**config.mk**
```make
export PLATFORM = sky130hd
export DESIGN_NAME = vic_bus_arbiter_flat
export DESIGN_NICKNAME = d
export VERILOG_FILES = /design/src/rtl/vic_bus_arbiter_pkg.sv /design/src/rtl/vic_bus_arbiter_if.sv /design/src/rtl/vic_bus_arbiter_phi_phase_gen.sv /design/src/rtl/vic_bus_arbiter.sv /design/src/flat_wrapper.sv
export SDC_FILE = /design/constraint.sdc
export NUM_CORES = 1
export LEC_CHECK = 0
export CORE_UTILIZATION = 42
export DETAILED_ROUTE_END_ITERATION = 7
export GPL_ROUTABILITY_DRIVEN = 0
export PLACE_DENSITY = 0.94
export SYNTH_ARGS = -nofsm -noshare
export SYNTH_HDL_FRONTEND = slang
export SYNTH_HIERARCHICAL = 1
export SYNTH_SLANG_ARGS = --single-unit
```
**constraint.sdc**
```tcl
create_clock -name clk -period 2.5 [get_ports clk]
set_clock_uncertainty 0.05 [all_clocks]
set_input_delay 0.375 -clock clk [delete_from_list [all_inputs] [get_ports clk]]
set_output_delay 0.375 -clock clk [all_outputs]
set_load 0.02 [all_outputs]
```
**src/rtl/vic_bus_arbiter_pkg.sv**
```systemverilog
// Shared definitions for the C64 video/CPU bus: arbiter states, grace length
// and default bus widths.
package c64_bus_pkg;

  localparam int ADDR_WIDTH_DEF = 14;
  localparam int DATA_WIDTH_DEF = 12;

  // CPU half-cycles still granted (writes only) after ba falls.
  localparam logic [1:0] BA_GRACE = 2'd3;

  typedef enum logic [1:0] {
    IDLE    = 2'd0,
    BA_WAIT = 2'd1,
    STOLEN  = 2'd2
  } arb_state_t;

endpackage

```
**src/rtl/vic_bus_arbiter_if.sv**
```systemverilog
// Shared video bus: VIC request/address, CPU access port and the RAM/ROM side.
// master = arbiter, slave = surrounding system (VIC, CPU, memories).
interface vic_bus_arbiter_if #(
  parameter int ADDR_WIDTH = c64_bus_pkg::ADDR_WIDTH_DEF,
  parameter int DATA_WIDTH = c64_bus_pkg::DATA_WIDTH_DEF
);
  logic                  vic_req;
  logic [ADDR_WIDTH-1:0] vic_addr;
  logic [DATA_WIDTH-1:0] vic_rdata;
  logic                  cpu_req;
  logic                  cpu_we;
  logic [ADDR_WIDTH-1:0] cpu_addr;
  logic [DATA_WIDTH-1:0] cpu_wdata;
  logic [DATA_WIDTH-1:0] cpu_rdata;
  logic                  cpu_ack;
  logic                  phi0;
  logic                  aec;
  logic                  ba;
  logic [ADDR_WIDTH-1:0] mem_addr;
  logic                  mem_we;
  logic [DATA_WIDTH-1:0] mem_wdata;
  logic [DATA_WIDTH-1:0] mem_rdata;

  modport master (
    input  vic_req, vic_addr, cpu_req, cpu_we, cpu_addr, cpu_wdata, mem_rdata,
    output vic_rdata, cpu_rdata, cpu_ack, phi0, aec, ba, mem_addr, mem_we, mem_wdata
  );

  modport slave (
    output vic_req, vic_addr, cpu_req, cpu_we, cpu_addr, cpu_wdata, mem_rdata,
    input  vic_rdata, cpu_rdata, cpu_ack, phi0, aec, ba, mem_addr, mem_we, mem_wdata
  );
endinterface

```
**src/rtl/vic_bus_arbiter_phi_phase_gen.sv**
```systemverilog
// Pixel-clock phase counter and phi0 generator; also feeds SID/CIA clock enables.
// phi0 is registered so it rises on the edge that enters the second half.
module phi_phase_gen #(
  parameter int PHASES = 8
) (
  input  logic                      i_clk,
  input  logic                      i_reset,
  output logic [$clog2(PHASES)-1:0] o_ph,
  output logic                      o_phi0,
  output logic                      o_first_half_end,
  output logic                      o_cycle_end
);
  localparam int PH_W = $clog2(PHASES);
  localparam logic [PH_W-1:0] PH_LAST    = PH_W'(PHASES - 1);
  localparam logic [PH_W-1:0] PH_HALF    = PH_W'(PHASES / 2);
  localparam logic [PH_W-1:0] PH_HALF_M1 = PH_W'(PHASES / 2 - 1);

  logic [PH_W-1:0] r_ph;
  logic [PH_W-1:0] w_ph_nxt;
  logic            r_phi0;

  // Next phase with wrap at the end of the phi0 cycle.
  always_comb begin
    if (r_ph == PH_LAST) begin
      w_ph_nxt = '0;
    end else begin
      w_ph_nxt = r_ph + PH_W'(1);
    end
  end

  // Phase and phi0 registers.
  always_ff @(posedge i_clk) begin
    if (i_reset) begin
      r_ph   <= '0;
      r_phi0 <= 1'b0;
    end else begin
      r_ph   <= w_ph_nxt;
      r_phi0 <= (w_ph_nxt >= PH_HALF);
    end
  end

  assign o_ph             = r_ph;
  assign o_phi0           = r_phi0;
  assign o_first_half_end = (r_ph == PH_HALF_M1);
  assign o_cycle_end      = (r_ph == PH_LAST);
endmodule

```
**src/rtl/vic_bus_arbiter.sv**
```systemverilog
// VIC-II / CPU bus arbiter: phi0 time-multiplexing, BA warning with write grace,
// then AEC-low cycle stealing. Decisions are made on the edge entering a phase.
module vic_bus_arbiter
  import c64_bus_pkg::*;
#(
  parameter int ADDR_WIDTH = ADDR_WIDTH_DEF,
  parameter int DATA_WIDTH = DATA_WIDTH_DEF,
  parameter int PHASES     = 8
) (
  input  logic               clk,
  input  logic               reset,
  vic_bus_arbiter_if.master  bus
);
  localparam int PH_W = $clog2(PHASES);
  localparam logic [PH_W-1:0] PH_VIC_CAP = PH_W'(PHASES / 2 - 2);
  localparam logic [PH_W-1:0] PH_LAST_M1 = PH_W'(PHASES - 2);

  logic [PH_W-1:0]       w_ph;
  logic                  w_phi0;
  logic                  w_first_half_end;
  logic                  w_cycle_end;

  arb_state_t            r_state;
  arb_state_t            w_state_nxt;
  logic [1:0]            r_grace;
  logic [1:0]            w_grace_nxt;
  logic [1:0]            w_grace_dec;

  logic                  r_aec;
  logic                  r_ba;
  logic                  r_mem_we;
  logic [DATA_WIDTH-1:0] r_mem_wdata;
  logic                  r_cpu_ack;
  logic [DATA_WIDTH-1:0] r_cpu_rdata;
  logic [DATA_WIDTH-1:0] r_vic_rdata;
  logic                  r_go;
  logic                  r_go_we;

  logic                  w_enter_second;
  logic                  w_enter_last;
  logic                  w_wr_ok;
  logic                  w_rd_ok;
  logic [ADDR_WIDTH-1:0] w_mem_addr;

  phi_phase_gen #(.PHASES(PHASES)) u_phase (
    .i_clk            (clk),
    .i_reset          (reset),
    .o_ph             (w_ph),
    .o_phi0           (w_phi0),
    .o_first_half_end (w_first_half_end),
    .o_cycle_end      (w_cycle_end)
  );

  assign w_grace_dec    = r_grace - 2'd1;
  assign w_enter_second = w_phi0 ? !w_cycle_end : w_first_half_end;
  assign w_enter_last   = (w_ph == PH_LAST_M1);
  // Grant is only sampled at first_half_end, where r_state equals next state.
  // BA_WAIT admits writes only: a 6510 halted by RDY still completes writes.
  assign w_wr_ok = bus.cpu_req && bus.cpu_we && (r_state != STOLEN);
  assign w_rd_ok = bus.cpu_req && !bus.cpu_we && (r_state == IDLE);

  // Arbiter state register.
  always_ff @(posedge clk) begin
    if (reset) begin
      r_state <= IDLE;
      r_grace <= BA_GRACE;
    end else begin
      r_state <= w_state_nxt;
      r_grace <= w_grace_nxt;
    end
  end

  // Next state: only evaluated on the edge entering ph = 0.
  always_comb begin
    w_state_nxt = r_state;
    w_grace_nxt = r_grace;
    if (w_cycle_end) begin
      case (r_state)
        IDLE: begin
          w_grace_nxt = BA_GRACE;
          if (bus.vic_req) begin
            w_state_nxt = BA_WAIT;
          end else begin
            w_state_nxt = IDLE;
          end
        end
        BA_WAIT: begin
          if (!bus.vic_req) begin
            w_state_nxt = IDLE;
            w_grace_nxt = BA_GRACE;
          end else if (w_grace_dec == 2'd0) begin
            w_state_nxt = STOLEN;
            w_grace_nxt = 2'd0;
          end else begin
            w_state_nxt = BA_WAIT;
            w_grace_nxt = w_grace_dec;
          end
        end
        STOLEN: begin
          w_grace_nxt = BA_GRACE;
          if (bus.vic_req) begin
            w_state_nxt = STOLEN;
          end else begin
            w_state_nxt = IDLE;
          end
        end
        default: begin
          w_state_nxt = IDLE;
          w_grace_nxt = BA_GRACE;
        end
      endcase
    end else begin
      w_state_nxt = r_state;
      w_grace_nxt = r_grace;
    end
  end

  // Bus control outputs, registered for the phase being entered.
  always_ff @(posedge clk) begin
    if (reset) begin
      r_aec       <= 1'b0;
      r_ba        <= 1'b1;
      r_mem_we    <= 1'b0;
      r_mem_wdata <= '0;
      r_cpu_ack   <= 1'b0;
      r_go        <= 1'b0;
      r_go_we     <= 1'b0;
    end else begin
      r_aec       <= w_enter_second && (w_state_nxt != STOLEN);
      r_ba        <= (w_state_nxt == IDLE);
      r_mem_we    <= w_first_half_end && w_wr_ok;
      r_mem_wdata <= bus.cpu_wdata;
      r_cpu_ack   <= w_enter_last && r_go;
      if (w_first_half_end) begin
        r_go    <= w_wr_ok || w_rd_ok;
        r_go_we <= bus.cpu_we;
      end else if (w_cycle_end) begin
        r_go    <= 1'b0;
        r_go_we <= 1'b0;
      end
    end
  end

  // Read-data capture; a stolen cycle gives the VIC a second fetch.
  always_ff @(posedge clk) begin
    if (reset) begin
      r_cpu_rdata <= '0;
      r_vic_rdata <= '0;
    end else begin
      if (w_enter_last && r_go && !r_go_we) begin
        r_cpu_rdata <= bus.mem_rdata;
      end
      if ((w_ph == PH_VIC_CAP) || (w_enter_last && (r_state == STOLEN))) begin
        r_vic_rdata <= bus.mem_rdata;
      end
    end
  end

  assign w_mem_addr    = (w_phi0 && (r_state != STOLEN)) ? bus.cpu_addr : bus.vic_addr;
  assign bus.mem_addr  = w_mem_addr;
  assign bus.mem_we    = r_mem_we;
  assign bus.mem_wdata = r_mem_wdata;
  assign bus.phi0      = w_phi0;
  assign bus.aec       = r_aec;
  assign bus.ba        = r_ba;
  assign bus.cpu_ack   = r_cpu_ack;
  assign bus.cpu_rdata = r_cpu_rdata;
  assign bus.vic_rdata = r_vic_rdata;
endmodule
```
**src/flat_wrapper.sv**
```systemverilog
// flat-port wrapper written by rule: the top's interface ports become plain ports
module vic_bus_arbiter_flat import c64_bus_pkg::*;
#(
  parameter int ADDR_WIDTH = ADDR_WIDTH_DEF,
  parameter int DATA_WIDTH = DATA_WIDTH_DEF,
  parameter int PHASES     = 8
)
  (clk, reset, bus_vic_req, bus_vic_addr, bus_cpu_req, bus_cpu_we, bus_cpu_addr, bus_cpu_wdata, bus_mem_rdata, bus_vic_rdata, bus_cpu_rdata, bus_cpu_ack, bus_phi0, bus_aec, bus_ba, bus_mem_addr, bus_mem_we, bus_mem_wdata);
  vic_bus_arbiter_if #(.ADDR_WIDTH(ADDR_WIDTH), .DATA_WIDTH(DATA_WIDTH)) bus_i ();
  input  logic clk;
  input  logic reset;
  input wire logic [$bits(bus_i.vic_req)-1:0] bus_vic_req;
  input wire logic [$bits(bus_i.vic_addr)-1:0] bus_vic_addr;
  input wire logic [$bits(bus_i.cpu_req)-1:0] bus_cpu_req;
  input wire logic [$bits(bus_i.cpu_we)-1:0] bus_cpu_we;
  input wire logic [$bits(bus_i.cpu_addr)-1:0] bus_cpu_addr;
  input wire logic [$bits(bus_i.cpu_wdata)-1:0] bus_cpu_wdata;
  input wire logic [$bits(bus_i.mem_rdata)-1:0] bus_mem_rdata;
  output wire logic [$bits(bus_i.vic_rdata)-1:0] bus_vic_rdata;
  output wire logic [$bits(bus_i.cpu_rdata)-1:0] bus_cpu_rdata;
  output wire logic [$bits(bus_i.cpu_ack)-1:0] bus_cpu_ack;
  output wire logic [$bits(bus_i.phi0)-1:0] bus_phi0;
  output wire logic [$bits(bus_i.aec)-1:0] bus_aec;
  output wire logic [$bits(bus_i.ba)-1:0] bus_ba;
  output wire logic [$bits(bus_i.mem_addr)-1:0] bus_mem_addr;
  output wire logic [$bits(bus_i.mem_we)-1:0] bus_mem_we;
  output wire logic [$bits(bus_i.mem_wdata)-1:0] bus_mem_wdata;
  assign bus_i.vic_req = bus_vic_req;
  assign bus_i.vic_addr = bus_vic_addr;
  assign bus_i.cpu_req = bus_cpu_req;
  assign bus_i.cpu_we = bus_cpu_we;
  assign bus_i.cpu_addr = bus_cpu_addr;
  assign bus_i.cpu_wdata = bus_cpu_wdata;
  assign bus_i.mem_rdata = bus_mem_rdata;
  assign bus_vic_rdata = bus_i.vic_rdata;
  assign bus_cpu_rdata = bus_i.cpu_rdata;
  assign bus_cpu_ack = bus_i.cpu_ack;
  assign bus_phi0 = bus_i.phi0;
  assign bus_aec = bus_i.aec;
  assign bus_ba = bus_i.ba;
  assign bus_mem_addr = bus_i.mem_addr;
  assign bus_mem_we = bus_i.mem_we;
  assign bus_mem_wdata = bus_i.mem_wdata;
  vic_bus_arbiter #(.ADDR_WIDTH(ADDR_WIDTH), .DATA_WIDTH(DATA_WIDTH), .PHASES(PHASES)) u_core (.clk(clk), .reset(reset), .bus(bus_i));
endmodule
```
==> results of run 1 <==
-- placed cells by master (no fill, tap or decap), types with 2 or more instances in the layout --
cell / count
clkdlybuf4s50_1: 97
nor2_1: 7
inv_1: 3
nor2b_1: 13
dfxtp_1: 49
and4b_1: 2
mux2i_1: 24
buf_4: 3
ha_1: 4
clkbuf_8: 5
dlygate4sd2_1: 14
o21bai_1: 2
nand2b_1: 39
a211o_1: 2
nand2_1: 7
a21oi_1: 4
mux2_2: 14
or3b_2: 2
-- cell type report --
type | instances | area, um2 | share of cell area [%]
multi-input combinational | 134 | 1020 | 30.7
clock inverter | 3 | 21.3 | 0.640
timing repair buffer | 115 | 1140 | 34.2
inverter | 3 | 11.3 | 0.339
tap | 67 | 83.8 | 2.52
clock buffer | 5 | 68.8 | 2.07
sequential | 49 | 981 | 29.5
-- cells in the mapped netlist, drive strengths merged, types with 2 or more instances --
master  number  share of area [%]
nand2b      39                 12
a21oi        4               0.96
nor2         7                1.3
mux2i       24                 12
nor3         2               0.72
buf          4                1.6
o21bai       2               0.72
ha           4                2.4
and4b        2               0.96
nand2        7                1.3
inv          3               0.54
nor2b       13                3.9
a211o        2               0.84
mux2        14                7.6
dfxtp       49                 47
or3b         2               0.84
clkbuf       8                1.4
-- kinds of logic (layout without fill, tap and decap cells) --
logic type | after synthesis | count (layout) | share of synthesized area [%]
AND/OR/NAND/NOR | 81 | 81 | 24.1
flip-flops | 49 | 49 | 47.2
multiplexers | 38 | 38 | 19.1
buffers and inverters | 15 | 126 | 3.61
AO/OA/AOI/OAI | 11 | 11 | 3.49
adder cells (fa/ha/maj) | 4 | 4 | 2.41
-- how the worst min path moves through the flow --
stage                                                     start                               endpoint  slack, ps
after CTS                 u_core/bus.vic_rdata[11]$_SDFFE_PP0P_  u_core/bus.vic_rdata[11]$_SDFFE_PP0P_        430
after detailed placement  u_core/bus.vic_rdata[11]$_SDFFE_PP0P_  u_core/bus.vic_rdata[11]$_SDFFE_PP0P_        420
after global routing       u_core/bus.vic_rdata[7]$_SDFFE_PP0P_   u_core/bus.vic_rdata[7]$_SDFFE_PP0P_        460
final                     u_core/bus.vic_rdata[11]$_SDFFE_PP0P_  u_core/bus.vic_rdata[11]$_SDFFE_PP0P_        430
after floorplan                                           reset      u_core/u_phase/o_ph[0]$_SDFF_PP0_        390
after global placement     u_core/bus.cpu_rdata[6]$_SDFFE_PP0P_   u_core/bus.cpu_rdata[6]$_SDFFE_PP0P_        410
-- sequential cells by signal (all words and copies together), names as in the netlist --
register	cells
u_core/bus.aec	1
u_core/bus.ba	1
u_core/bus.cpu_ack	1
u_core/bus.cpu_rdata	12
u_core/bus.mem_wdata	12
u_core/bus.mem_we	1
u_core/bus.vic_rdata	12
u_core/r_go	1
u_core/r_go_we	1
u_core/r_grace	2
u_core/r_state	2
u_core/u_phase/o_ph	3
-- worst max-delay path, stage by stage, from the launching register on --
cell           delay (ps)
dfxtp_1               410
nand2b_1              190
nand2_1                70
buf_4                 210
mux2_2                350
dlygate4sd2_1         320
-- power groups by stage --
stage	sequential, uW	clock [uW]	combinational (uW)
global placement	839	0	339
CTS	822	481	333
floorplan	871	0	126
finish	821	467	331
global route	825	526	351
detailed placement	840	0	346
-- per-layer routing --
layer	wire length [um]	track usage, %	share of wire [%]	vias to the layer above
met5	0	0	0	-
met4	75	7.19	1.5	0
met3	520	6.67	11	6
met2	2460	34.1	51	89
met1	1810	18.0	37	790
li1	-	-	-	881
-- metrics by stage --
| step | total power [uW] | setup WS [ps] | utilization, % |
|---|---|---|---|
| after global placement | 1180 | 358 | 68.4 |
| after global routing | 1700 | 80.1 | 69.9 |
| after detailed placement | 1190 | 318 | 68.4 |
| after floorplan | 996 | 850 | - |
| final | 1620 | 214 | 69.9 |
| after CTS | 1640 | 202 | 69.9 |
==> summary.txt, run 1 <==
Outcome
  • Status: finished clean

Power
  • Internal power: 1200 uW
  • Pwr/cell area: 487 nW/um2
  • Switching power: 417 uW
  • Peak supply drop: 0.000358 V
  • Clk network pwr share: 28.9%
  • Sequential share of power: 50.7%
  • P_leak: 0.00132 uW
  • Combinational cell fraction of total power: 20.4%
  • Switch share: 25.8%

Clock network
  • TritonCTS Buffers: 5
  • Clock sinks: 49
  • Setup Fix Bufs, Post-CTS: 0
  • Post-cts resize count: 14
  • Root Buffer: clkbuf_8
  • Bufs on Longest Clock Path: 2
  • Reg clk slew, reported paths: 90 ps
  • CTS tree: yes
  • Clock latency at the later pin of the worst-skew pair: 300 ps
  • Max H-tree Level: 2
  • Cts hold-fix bufs: 0

GRT
  • Total gr overflow: 0
  • Initial antenna violation count: 0
  • Vias in the first global route: 1565
  • Global Route Usage Sum: 18.2%
  • First-pass GRT wire length: 7250 um
  • Largest net degree at the start of global routing: 51

Logic synthesis
  • Post-synth EDFFs: 0
  • Synth cell types: 31
  • Yosys warning count: 6
  • Primary FF master, synth: dfxtp_1
  • Syn_nets: 259
  • Syn Inst Count: 198
  • Asr flop ratio synth: 0%
  • Mapped Avg Cell Area: 10.5 um2
  • Mapped cell area: 2080 um2
  • Register area share after synthesis: 47.2%
  • #FFs+latches synth: 49

Routing
  • Routed via count: 1766
  • Final wirelength: 4860 um
  • ANT nets after route: 0
  • Starting DRT DRC Count: 72
  • # DRC: 0
  • DR WL/cell: 12.9 um
  • Drt pass-1 iters: 4
  • Vias per cell: 4.70

Setup path
  • Critical path endpoint: bus_mem_addr[10]
  • Reg2Reg Setup Slack: 770 ps
  • RR Endpoint: u_core/r_go$_SDFFE_PP0P_
  • Critical path startpoint category: flip-flop
  • WP data required: 2080 ps
  • CP startpoint: u_core/r_state[0]$_SDFF_PP0_
  • Reg2reg start: u_core/u_phase/o_ph[0]$_SDFF_PP0_
  • R2R cell count: 4
  • Critical path class: reg2out
  • Nature of the critical path endpoint: primary output
  • CP arrival: 1860 ps
  • Crit path max fanout: 14

STA
  • # setup viols final: 0
  • Fin. Hold Viols: 0
  • Worst hold slack: 429 ps
  • Worst-Margin Slew: 701 ps
  • Sum Neg Setup Slack: 0 ps
  • Final slew viol count: 0
  • Minimum clock period: 2290 ps
  • Fin crit share: 91.5%
  • Unrepaired setup endpoints after global routing: no
  • Rel. slew slack: 53.3%
  • F_max: 437 MHz

Final layout
  • Final Cell Area: 3320 um2
  • Area added between synthesis and finish: 60.0%
  • # diodes: 0
  • Non-Filler Instances: 376
  • Layout cell share with drive strength beyond 1: 9.71%
  • # fillers: 367
  • Fin nets: 369

Die
  • Initial core utilization: 43.7%
  • IO Pins: 112
  • Core ar.: 4750 um2
  • Die ar.: 5230 um2
  • Row cnt: 25
  • Die span in x: 72.3 um
  • Die Ht: 72.3 um

Placed design
  • Dpl cell area: 3250 um2
  • Hpwl dp: 3720 um
  • Port-buffer cells: 111
  • Inst Count DP: 368

Hold path
  • HP Class: reg2reg
  • Worst hold stages: 2

Job
  • Max_cap viols: 0
No activity file was read; power rests on OpenSTA's default activity.
==> inputs of run 2 (changes only) <==
Settings changed: CORE_ASPECT_RATIO set to 1.1.
==> run 2 against run 1 <==
Net effect:
- total power increased by 6.4%
- critical path type unchanged
- combinational power hardly changed
- largest power group unchanged
- register-to-register slack is essentially flat
- critical endpoint is now bus_mem_addr[5]
- via count decreased by 1.4%
- critical path depth unchanged
==> summary.txt, run 2 (synthesized netlist as in run 1, its figures left out) <==
Setup path
  • CP max stage delay: 390 ps (-20 ps)
  • Reg2reg start: u_core/u_phase/o_ph[0]$_SDFF_PP0_
  • CP Cell Sequence: nand2b_1 -> nand2_1 -> buf_4 -> mux2_2 -> dlygate4sd2_1
  • WP data required: 2080 ps (about the same)
  • Crit-path leading delay family: buffers and inverters
  • RR Endpoint: u_core/r_go_we$_SDFFE_PP0P_
  • CP max-delay cell: dfxtp_1
  • Reg2Reg Setup Slack: 770 ps (about the same)
  • R2R cell count: 4 (unchanged)
  • Buffers & Inverters on Critical Path: 2 (unchanged)
  • Crit path max fanout: 14 (unchanged)
  • Critical path class: reg2out
  • CP arrival: 1830 ps (-30 ps)
  • Nature of the critical path endpoint: primary output
  • Critical path startpoint category: flip-flop

Routing
  • Starting DRT DRC Count: 66 (-8.3%)
  • Vias per cell: 4.77 (+1.6%)
  • Drt pass-1 iters: 4 (unchanged)
  • Final wirelength: 4640 um (-4.5%)
  • ANT nets after route: 0 (unchanged)
  • Routed via count: 1742 (-1.4%)
  • DR WL/cell: 12.7 um (-1.6%)
  • # DRC: 0 (unchanged)

Final layout
  • Layout cell share with drive strength beyond 1: 9.71% (unchanged)
  • # fillers: 365 (-0.54%)
  • Most common cell after layout, fill and taps aside: clkdlybuf4s50_1
  • Fin nets: 369 (unchanged)
  • Area added between synthesis and finish: 62.1%
  • Area of the multi-input gates: 1020 um2 (unchanged)
  • # diodes: 0 (unchanged)
  • Most frequent cells in the layout: clkdlybuf4s50_1 (96), dfxtp_1 (49), nand2b_1 (39)
  • Non-Filler Instances: 365 (-2.9%)
  • FF+latch area: 981 um2 (unchanged)

Placed design
  • Inst Count DP: 357 (-3.0%)
  • Port-buffer cells: 111 (unchanged)
  • Hpwl dp: 3480 um (-6.5%)

STA
  • Fin. Hold Viols: 0 (unchanged)
  • Unrepaired setup endpoints after global routing: no
  • F_max: 444 MHz (+1.5%)
  • Worst-Margin Slew: 727 ps (+25.9 ps)
  • Sum Neg Setup Slack: 0 ps (unchanged)
  • # setup viols final: 0 (unchanged)
  • Minimum clock period: 2250 ps (-34.2 ps)
  • Final slew viol count: 0 (unchanged)
  • Fin crit share: 90.1% (-1.4 points)
  • Worst hold slack: 425 ps (-3.89 ps)
  • Rel. slew slack: 51.5% (-1.7 points)

Clock network
  • Reg clk slew, reported paths: 90 ps (about the same)
  • Setup Fix Bufs, Post-CTS: 0 (unchanged)
  • Bufs on Longest Clock Path: 2 (unchanged)
  • Root Buffer: clkbuf_8
  • Max H-tree Level: 2 (unchanged)
  • Cts hold-fix bufs: 0 (unchanged)
  • TritonCTS Buffers: 5 (unchanged)
  • Clock sinks: 49 (unchanged)
  • CTS tree: yes
  • Clock latency at the later pin of the worst-skew pair: 290 ps (about the same)

Outcome
  • Status: finished clean

Hold path
  • Worst hold stages: 2 (unchanged)
  • HP Class: reg2reg
  • Worst Hold Launch: u_core/bus.cpu_rdata[0]$_SDFFE_PP0P_
  • Worst Hold Endpoint: u_core/bus.cpu_rdata[0]$_SDFFE_PP0P_

GRT
  • First-pass GRT wire length: 7170 um (-1.0%)
  • Largest net degree at the start of global routing: 54 (+5.9%)
  • Total gr overflow: 0 (unchanged)
  • Global Route Usage Sum: 17.2% (-0.99 points)
  • Initial antenna violation count: 0 (unchanged)
  • Vias in the first global route: 1643 (+5.0%)

Power
  • P_leak: 0.00143 uW (+8.4%)
  • Switching power: 387 uW (-7.2%)
  • Pwr/cell area: 511 nW/um2 (+5.0%)
  • Clk network pwr share: 32.9% (+4.0 points)
  • Combinational cell fraction of total power: 19.4% (-1.0 points)
  • Peak supply drop: 0.000450 V (+26%)
  • Internal power: 1340 uW (+11%)
  • Power Total: 1720 uW (+6.4%)
  • Sequential share of power: 47.7% (-3.0 points)
  • Switch share: 22.5% (-3.3 points)

Job
  • Max_cap viols: 0 (unchanged)

Die
  • IO Pins: 112 (unchanged)
  • Core ar.: 4680 um2 (-1.5%)
  • Die span in x: 69.1 um (-4.5%)
  • Die ar.: 5230 um2 (about the same)
  • Die Ht: 75.8 um (+4.7%)
  • Initial core utilization: 44.4% (+0.65 points)
  • Row cnt: 26 (+4.0%)
-- run 2: how the worst max path moves through the flow --
stage | start | end | cells after the start
after CTS | u_core/r_state[0]$_SDFF_PP0_ | bus_mem_addr[0] | 5
final | u_core/r_state[0]$_SDFF_PP0_ | bus_mem_addr[5] | 5
after global placement | u_core/r_state[0]$_SDFF_PP0_ | bus_mem_addr[11] | 5
after floorplan | u_core/u_phase/o_ph[2]$_SDFF_PP0_ | bus_mem_addr[10] | 3
after detailed placement | u_core/r_state[0]$_SDFF_PP0_ | bus_mem_addr[5] | 5
after global routing | u_core/r_state[0]$_SDFF_PP0_ | bus_mem_addr[5] | 5
-- run 2: worst min-delay path, stage by stage, from the launching register on --
cell,delay (ps)
dfxtp_1,320
nand2b_1,60
mux2i_1,50
-- run 2: metrics by stage --
stage / cell area, um2 / util (%) / setup slack (ps)
after floorplan: 2080 / - / 850
after global placement: 3220 / 68.8 / 368
after detailed placement: 3220 / 68.8 / 325
after CTS: 3340 / 71.2 / 8.86
after global routing: 3370 / 71.9 / 129
final: 3370 / 71.9 / 248
-- run 2: timing repair --
action / 4_1_cts / 5_1_grt
resized for setup: 1 / 13
hold endpoints to repair: 0 / 0
setup endpoints to repair: 1 / 13
-- run 2: power by group through the flow --
stage	Clock, uW	Sequential [uW]	Combinational, uW
3_3_place_gp	0	839	336
3_5_place_dp	0	840	341
4_1_cts	588	822	341
5_1_grt	613	825	357
2_1_floorplan	0	871	126
6_report	568	822	334
-- run 2: cell type report --
cell class	count	area share (%)
Clock buffer	7	2.56
Clock inverter	1	0.892
Inverter	3	0.334
Multi-Input combinational cell	134	30.3
Sequential cell	49	29.1
Tap cell	56	2.08
Timing Repair Buffer	115	34.7
-- run 2: routing by layer --
layer | track usage, % | vias to the layer above | part of all wire (%)
met5 | 0 | - | 0
met4 | 4.08 | 0 | 0.50
met3 | 7.41 | 2 | 10
met2 | 32.9 | 81 | 50
met1 | 17.6 | 784 | 40
li1 | - | 875 | -
